===== src/rtl/sisc_mc_core.sv =====
// Multicycle SISC core: FETCH/DECODE/EXECUTE/WRITEBACK/HALTED sequencer with a
// program counter, instruction-fetch handshake, flag-conditional branching and a debug read port.
module sisc_mc_core #(
  parameter int DATA_W   = 32,
  parameter int RF_DEPTH = 16,
  parameter int ADDR_W   = 16
) (
  input  logic              clk,
  input  logic              rst_f,
  output logic              instr_req,
  output logic [ADDR_W-1:0] instr_addr,
  input  logic              instr_valid,
  input  logic [31:0]       instr_data,
  output logic [3:0]        stat,
  output logic              retire,
  output logic              halted,
  input  logic [3:0]        dbg_addr,
  output logic [DATA_W-1:0] dbg_data
);

  typedef enum logic [2:0] {FETCH, DECODE, EXECUTE, WRITEBACK, HALTED} state_t;

  localparam int MSB = DATA_W - 1;

  state_t            state;
  logic [ADDR_W-1:0] pc;
  logic [31:0]       ir;
  logic [DATA_W-1:0] a_q, b_q, res_q;
  // Sixteen slots so any 4-bit index is addressable; slots at or above RF_DEPTH are never written.
  logic [DATA_W-1:0] rf [16];

  logic [3:0] op, mm, rd, rs, rt;
  assign op = ir[31:28];
  assign mm = ir[27:24];
  assign rd = ir[23:20];
  assign rs = ir[19:16];
  assign rt = ir[15:12];

  logic signed [15:0] imm_s;
  logic [DATA_W-1:0]  imm_x;
  assign imm_s = ir[15:0];
  assign imm_x = DATA_W'(imm_s);

  function automatic logic [DATA_W-1:0] rd_reg(input logic [3:0] idx);
    return (idx != 4'd0 && 32'(idx) < RF_DEPTH) ? rf[idx] : '0;
  endfunction

  assign dbg_data   = rd_reg(dbg_addr);
  assign instr_addr = pc;

  logic              is_alu, taken, alu_c, alu_v;
  logic [DATA_W-1:0] opnd, alu_r;
  logic [DATA_W:0]   sum;

  assign is_alu = (op == 4'd1) || (op == 4'd2);
  assign taken  = (mm == 4'd0) || ((stat & mm) != 4'd0);

  // NOTE: every always_comb output gets a default first so no path can infer a latch.
  always_comb begin
    opnd  = (op == 4'd1) ? b_q : imm_x;
    sum   = '0;
    alu_r = '0;
    alu_c = 1'b0;
    alu_v = 1'b0;
    case (mm)
      4'd1: begin
        sum   = {1'b0, a_q} + {1'b0, ~opnd} + (DATA_W+1)'(1);
        alu_r = sum[MSB:0];
        alu_c = sum[DATA_W];
        alu_v = (a_q[MSB] != opnd[MSB]) && (alu_r[MSB] != a_q[MSB]);
      end
      4'd2: alu_r = a_q & opnd;
      4'd3: alu_r = a_q | opnd;
      4'd4: alu_r = a_q ^ opnd;
      4'd5: alu_r = ~a_q;
      4'd6: begin
        alu_r = {a_q[MSB-1:0], 1'b0};
        alu_c = a_q[MSB];
      end
      4'd7: begin
        alu_r = {1'b0, a_q[MSB:1]};
        alu_c = a_q[0];
      end
      default: begin
        sum   = {1'b0, a_q} + {1'b0, opnd};
        alu_r = sum[MSB:0];
        alu_c = sum[DATA_W];
        alu_v = (a_q[MSB] == opnd[MSB]) && (alu_r[MSB] != a_q[MSB]);
      end
    endcase
  end

  // NOTE: all state below is assigned with <= so every register samples pre-edge values.
  always_ff @(posedge clk or negedge rst_f) begin
    if (!rst_f) begin
      state     <= FETCH;
      pc        <= '0;
      ir        <= '0;
      a_q       <= '0;
      b_q       <= '0;
      res_q     <= '0;
      stat      <= '0;
      instr_req <= 1'b1;
      retire    <= 1'b0;
      halted    <= 1'b0;
      // NOTE: the register file is architecturally zero after reset, so it is reset like any flop.
      for (int i = 0; i < 16; i++) rf[i] <= '0;
    end else begin
      retire <= 1'b0;
      case (state)
        FETCH: if (instr_req && instr_valid) begin
          ir        <= instr_data;
          pc        <= pc + ADDR_W'(1);
          instr_req <= 1'b0;
          state     <= DECODE;
        end
        DECODE: begin
          a_q   <= rd_reg(rs);
          b_q   <= rd_reg(rt);
          state <= EXECUTE;
        end
        EXECUTE: begin
          if (is_alu) begin
            res_q <= alu_r;
            stat  <= {alu_c, alu_r[MSB], alu_v, (alu_r == '0)};
          end
          // pc already points past this instruction, so BRR is relative to the next address.
          if (op == 4'd4 && taken) pc <= ir[ADDR_W-1:0];
          if (op == 4'd5 && taken) pc <= pc + ir[ADDR_W-1:0];
          retire <= 1'b1;
          state  <= WRITEBACK;
        end
        WRITEBACK: begin
          if (is_alu && rd != 4'd0 && 32'(rd) < RF_DEPTH) rf[rd] <= res_q;
          if (op == 4'd15) begin
            halted <= 1'b1;
            state  <= HALTED;
          end else begin
            instr_req <= 1'b1;
            state     <= FETCH;
          end
        end
        HALTED:  state <= HALTED;
        default: state <= FETCH;
      endcase
    end
  end

endmodule


===== config.mk =====
export PLATFORM = sky130hd
export DESIGN_NAME = sisc_mc_core
export DESIGN_NICKNAME = d
export VERILOG_FILES = /design/src/rtl/sisc_mc_core.sv
export SDC_FILE = /design/constraint.sdc
export NUM_CORES = 2
export LEC_CHECK = 0
export BUFFER_PORTS_ARGS = -buffer_cell sky130_fd_sc_hd__buf_4
export CORE_MARGIN = 1
export CORE_UTILIZATION = 55
export CTS_BUF_LIST = sky130_fd_sc_hd__clkbuf_16
export DETAILED_ROUTE_END_ITERATION = 10
export PLACE_DENSITY_LB_ADDON = 0.2
export SETUP_SLACK_MARGIN = 0.3
export SYNTH_ARGS = -nofsm -noshare
export SYNTH_HDL_FRONTEND = slang
export SYNTH_SLANG_ARGS = --single-unit
export TNS_END_PERCENT = 30

===== constraint.sdc =====
create_clock -name clk -period 4.7 [get_ports clk]
set_input_delay 0.235 -clock clk [delete_from_list [all_inputs] [get_ports clk]]
set_output_delay 0.235 -clock clk [all_outputs]
set_load 0.02 [all_outputs]

Word-level counts from Yosys, hierarchy flattened

Cells that the tools add are included.

Output and inout port bits: 55
Word-level logic and storage cells: 126
Memories kept: 0
Bits in latches: 0
Memory bits (read-only): 0
RAM bits: 0
Bits of input ports: 39
Flip-flop bits (word level): 666

Shifts and indexed selects: 0
Multipliers: 0
Divide/modulo/power cells: 0
Bitwise operators: 10
Reductions and logical operators: 27
Multiplexer cells: 30
$add $sub $neg: 5
Equal/unequal tests: 23
$lt $le $gt $ge: 5

Operators by type and width:

| operator                                       | count |
|---|---|
| bitwise mux 512 bit                            | 1 |
| binary-select mux 32 bit (select 4 bit)        | 3 |
| two-way mux 32 bit                             | 11 |
| one-hot mux 32 bit (7 select lines)            | 1 |
| demux 32 bit (select 4 bit)                    | 1 |
| adder 32 x 32 -> 33 bit                        | 2 |
| NOT 32 bit                                     | 2 |
| two-way mux 16 bit                             | 3 |
| adder 33 x 1 -> 33 bit (second input constant) | 1 |
| bitwise AND 32 bit                             | 1 |
| logical NOT 32 bit                             | 1 |
| bitwise OR 32 bit                              | 1 |
| one-hot mux 16 bit (2 select lines)            | 1 |
| XOR 32 bit                                     | 1 |
| == test 4 x 3 -> 1 bit (second input constant) | 6 |
| >= comparator 5 bit (second input constant)    | 4 |
| NOT 4 -> 5 bit                                 | 4 |
| nonzero test 4 bit                             | 5 |
| adder 16 x 1 -> 16 bit (second input constant) | 1 |
| adder 16 bit                                   | 1 |
| one-hot mux 3 bit (5 select lines)             | 1 |
| == test 4 x 2 -> 1 bit (second input constant) | 3 |
| == test 4 x 1 -> 1 bit (second input constant) | 2 |
| AND reduction 2 bit                            | 4 |
| 22 further kinds                               | 39 |

Depth between registers and ports, before layout

Word-level depth: 8
Depth in mapped cells: 19
Depth with buffers taken out: 16

Worst setup path after synthesis

OpenSTA, ideal clock, no wires.

Path kind: flip-flop to flip-flop
Start point: register ir[31]
End point: register stat[0]
Setup time: 0.077 ns
Data arrival time: 4.670 ns
Path buffers: 1
Setup slack: -0.046 ns
Clock period less this slack: 4.746 ns
Cell stages (with the launch flop): 17
Cells stage by stage: dfrtp_1 nor4b_1 clkbuf_1 mux2_2 ha_1 fa_1 a211oi_2 o21ai_2 nand4_1 a21oi_2 a2111o_1 mux2_4 a2111oi_4 nand4_1 nor4_2 nand4_1 o21ai_1

Cells in the longest elaborated chain, start to end: 7
Elaborated cells on any way between the ends: 14
Classes of those cells: add/sub (3); eq/ne (2); mux (2); bitwise (4); reduce/logical (3)

Ends and longest elaborated chain:

| what                                | line   | source |
|---|---|---|
| start: declaration                  | 27     | `logic [31:0] ir;` |
| start signal: assignment            | 112    | `ir <= instr_data;` |
| == test 4 x 1 -> 1 bit              | 55, 60 |  |
| two-way mux 32 bit                  | 60     | `opnd = (op == 4'd1) ? b_q : imm_x;` |
| NOT 32 bit                          | 67     | `sum = {1'b0, a_q} + {1'b0, ~opnd} + (DATA_W+1)'(1);` |
| adder 32 x 32 -> 33 bit             | 67     |  |
| adder 33 x 1 -> 33 bit              | 67     |  |
| one-hot mux 32 bit (7 select lines) | 65     | `case (mm)` |
| logical NOT 32 bit                  | 125    | `stat <= {alu_c, alu_r[MSB], alu_v, (alu_r == '0)};` |
| end signal: assignment              | 125    |  |
| end: declaration                    | 14     | `output logic [3:0] stat,` |

Several ways; a longest one is shown, not always the timed one.
A chain may end at the register's enable or synchronous reset.

Worst setup path in the final report

Start point: register ir[30]
End point: register stat[0]

Same word-level chain as after synthesis.

==> impl_metrics.csv <==
group,metric,value,unit
run_status,status,"finished, final reports clean",
die,initial_core_util,55.8,%
synthesis,yosysSeqAreaShare,37.5,%
synthesis,syn-mean-instance-area,12.4,um^2
layout,fin_nets,3788,
worst_setup_path,rrSetupSlack,330,ps
sta,max_slew_margin,27.0,%
global_routing,antenna_found_initial,5,
placed_design,pre_cts_ws,44.8,ps
global_routing,met3_usage,7.48,%
global_routing,grt_pass1_wl,222000,um
route,firstDrtPassIters,8,
min_path,hp-class,"in2async",
sta,setup_tns,0,ps
sta,rsz0062_at_grt,"yes",
worst_setup_path,critical_path.max_stage_delay,470,ps
die,ios,94,
clocking,cts-root-buf,"clkbuf_16",
clocking,path_clk_slew,60,ps
synthesis,ys_types,104,
worst_setup_path,cp-end-kind,"register",
placed_design,dpl_cell_area,46400,um^2
worst_setup_path,r2r-end,"stat[0]",
worst_setup_path,rr_worst_depth,19,
die,die_area,81700,um^2
clocking,clockBufferDepth,3,
layout,fillers,6049,
clocking,htree_levels,3,
route,vias,33500,
synthesis,ys_warn_count,0,
worst_setup_path,crit_required,5250,ps
die,num_rows,103,
global_routing,grt_max_degree,124,
route,drc_errors,0,
synthesis,yosys-top-cells-area,"dfrtp_1 (37%), mux4_2 (25%), mux2_2 (13%)",
worst_setup_path,crit_chain,"nor4b_4 -> buf_4 -> buf_12 -> buf_6 -> mux2_4 -> inv_4 -> ha_4 -> nor2b_4 -> o311ai_4 -> a21oi_2 -> or4_4 -> nor2_4 -> o21ai_4 -> buf_4 -> a2111oi_2 -> a32oi_1 -> a2111oi_2 -> nand4_1 -> o21ai_1",
global_routing,grt_util_met1,50.7,%
power_and_ir_drop,powerDensity,241,nW/um^2
sta,min_period,4370,ps
synthesis,synth_most_common_cell,"dfrtp_1",
global_routing,grt_pass1_vias,34000,
worst_setup_path,slowest_stage,"or4_4",
synthesis,synth_area,44300,um^2
power_and_ir_drop,ir_drop,0.296,mV
sta,fin_ws,332,ps
power_and_ir_drop,leakage,21.8,nW
synthesis,synthFlopType,"dfrtp_1",
synthesis,syn-num-nets,3736,
route,drt_iter0_markers,3575,
global_routing,use_met2,56.6,%
clocking,cts_sinks,665,
worst_setup_path,cp.arrival,4920,ps
sta,tightest_slew,1090,ps
layout,drive_above_1_share,42.5,%
die,die_w,286,um
synthesis,syn_inst,3582,
sta,fmax,0.229,GHz
synthesis,ys_ff_latch,665,
global_routing,grt_usage,36.5,%
layout,antenna_cells,0,
job,cap_violations,0,
synthesis,yosysTopAreaCell,"dfrtp_1",
clocking,cts_buffers,77,
power_and_ir_drop,fin_total_pwr,0.0121,W
sta,drv_slew,0,
sta,fin_skew,33.2,ps
sta,finalSetupViolCount,0,
worst_setup_path,cp_max_fo,6,
route,drtAntennaViolNets,0,
synthesis,yosys-top-cells-count,"dfrtp_1 (664), mux2_2 (513), mux4_2 (486), nand2_1 (284), clkbuf_1 (212)",
worst_setup_path,r2r-start,"ir[30]",
layout,final_area,50300,um^2
placed_design,port_buffers,93,
clocking,tritoncts,"built",
worst_setup_path,crit_start,"ir[30]",
die,core-area,79400,um^2
sta,finalCritPeriodShare,92.9,%
route,drt-total-wl,148000,um
placed_design,dp.final_hpwl,95600,um
sta,timing.final.hold_violations,0,
clocking,clk_latency,650,ps
route,wl_per_cell,31.2,um
synthesis,synth_top_area_share,37.5,%
worst_setup_path,crit_path_start_kind,"register",
global_routing,grt_most_used_layer,"met2",
route,vias_per_cell,7.06,
global_routing,overflow,0,
synthesis,synthArstFlopShare,100,%
placed_design,gp_congestion,0.963,
worst_setup_path,cp-endpoint,"stat[0]",
layout,syn2layout_area_growth,13.5,%
die,die_h,286,um
synthesis,synth-edff-count,0,
worst_setup_path,critical_path_class,"reg2reg",
[flip-flops by register name, indices dropped and copies added, names as in the netlist]
name        cells
instr_addr     16
res_q          31
rf            512
state           3
halted          1
stat            4
a_q            32
instr_req       1
retire          1
ir             32
b_q            32
[logic make-up (layout without fill, tap and decap cells)]
family	after synthesis	count (layout)	synth area share [%]
flip-flops	665	665	37.5
multiplexers	1013	1013	38.1
AO/OA/AOI/OAI	577	577	9.02
buffers and inverters	521	635	4.73
XOR/XNOR	14	14	0.277
AND/OR/NAND/NOR	677	677	7.07
adder cells (fa/ha/maj)	115	115	3.30
[worst min-delay path by stage]
stage / depth (start not counted) / slack, ps / end
6_report: 2 / 230 / rf[136]
5_1_grt: 2 / 320 / rf[136]
4_1_cts: 4 / 310 / ir[17]
3_5_place_dp: 0 / 400 / rf[483]
3_3_place_gp: 1 / 390 / rf[39]
2_1_floorplan: 0 / -60 / a_q[0]
[stage by stage]
step / cells / hold slack (ps) / util [%]
2_1_floorplan: 3582 / -60.6 / -
3_3_place_gp: 4539 / 392 / 58.4
3_5_place_dp: 4539 / 403 / 58.4
4_1_cts: 4737 / 308 / 63.0
5_1_grt: 4746 / 317 / 63.4
6_report: 4746 / 234 / 63.4
[area by class of cell]
type / instances / area (um^2) / share of cell area (%)
clock buffers: 77 / 1930 / 3.83
clock inverters: 64 / 599 / 1.19
inverters: 190 / 727 / 1.45
multi-input cells: 2396 / 26500 / 52.6
flip-flops and latches: 665 / 16700 / 33.1
well taps: 1050 / 1310 / 2.61
repair buffers: 304 / 2610 / 5.19
[power by group]
part	internal, W	switching (W)
combinational	0.000106	0.000219
sequential	0.00573	0
clock	0.00346	0.00261
total	0.00929	0.00282
[cell usage in the layout, fill, tap and decap left out, types with 16 or more instances in the layout]
cell             n
nand2_1        270
nor2b_1         47
a31oi_1         19
buf_4          247
mux4_2         486
nand3_1         26
nor2_1         142
clkinv_1        16
inv_1          188
ha_1            87
o211ai_1        20
o22ai_1         46
mux2_2         508
nand2b_1        22
ha_4            19
clkbuf_16       77
dlygate4sd3_1   34
a21oi_1        106
dfrtp_1        654
o21ai_0        129
nor3_1          36
[per-layer routing]
layer,part of all wire [%],vias to the layer above
li1,-,13800
met5,0.015,-
met3,9.4,415
met4,4.4,4
met2,46,1874
met1,40,17400
[what timing repair did]
item | CTS | global route
hold buffers | 34 | 0
setup buffers | 21 | 9
gates cloned | 2 | 0
endpoints found under the setup margin | 7 | 11
hold endpoints to repair | 144 | 0
gates resized for setup | 109 | 60
pin swaps | 42 | 38
[worst max-delay path, delay by kind of cell, from the launching register on]
kind                       cells  cell delay (ps)
DFF                            1              410
AOI/OAI and AO/OA              7             1490
and+or+nand+nor                5             1210
buffers and inverters          5              620
adders and majority gates      1              220
muxes                          1              310
Note: power is estimated with default switching activity, not from simulation.
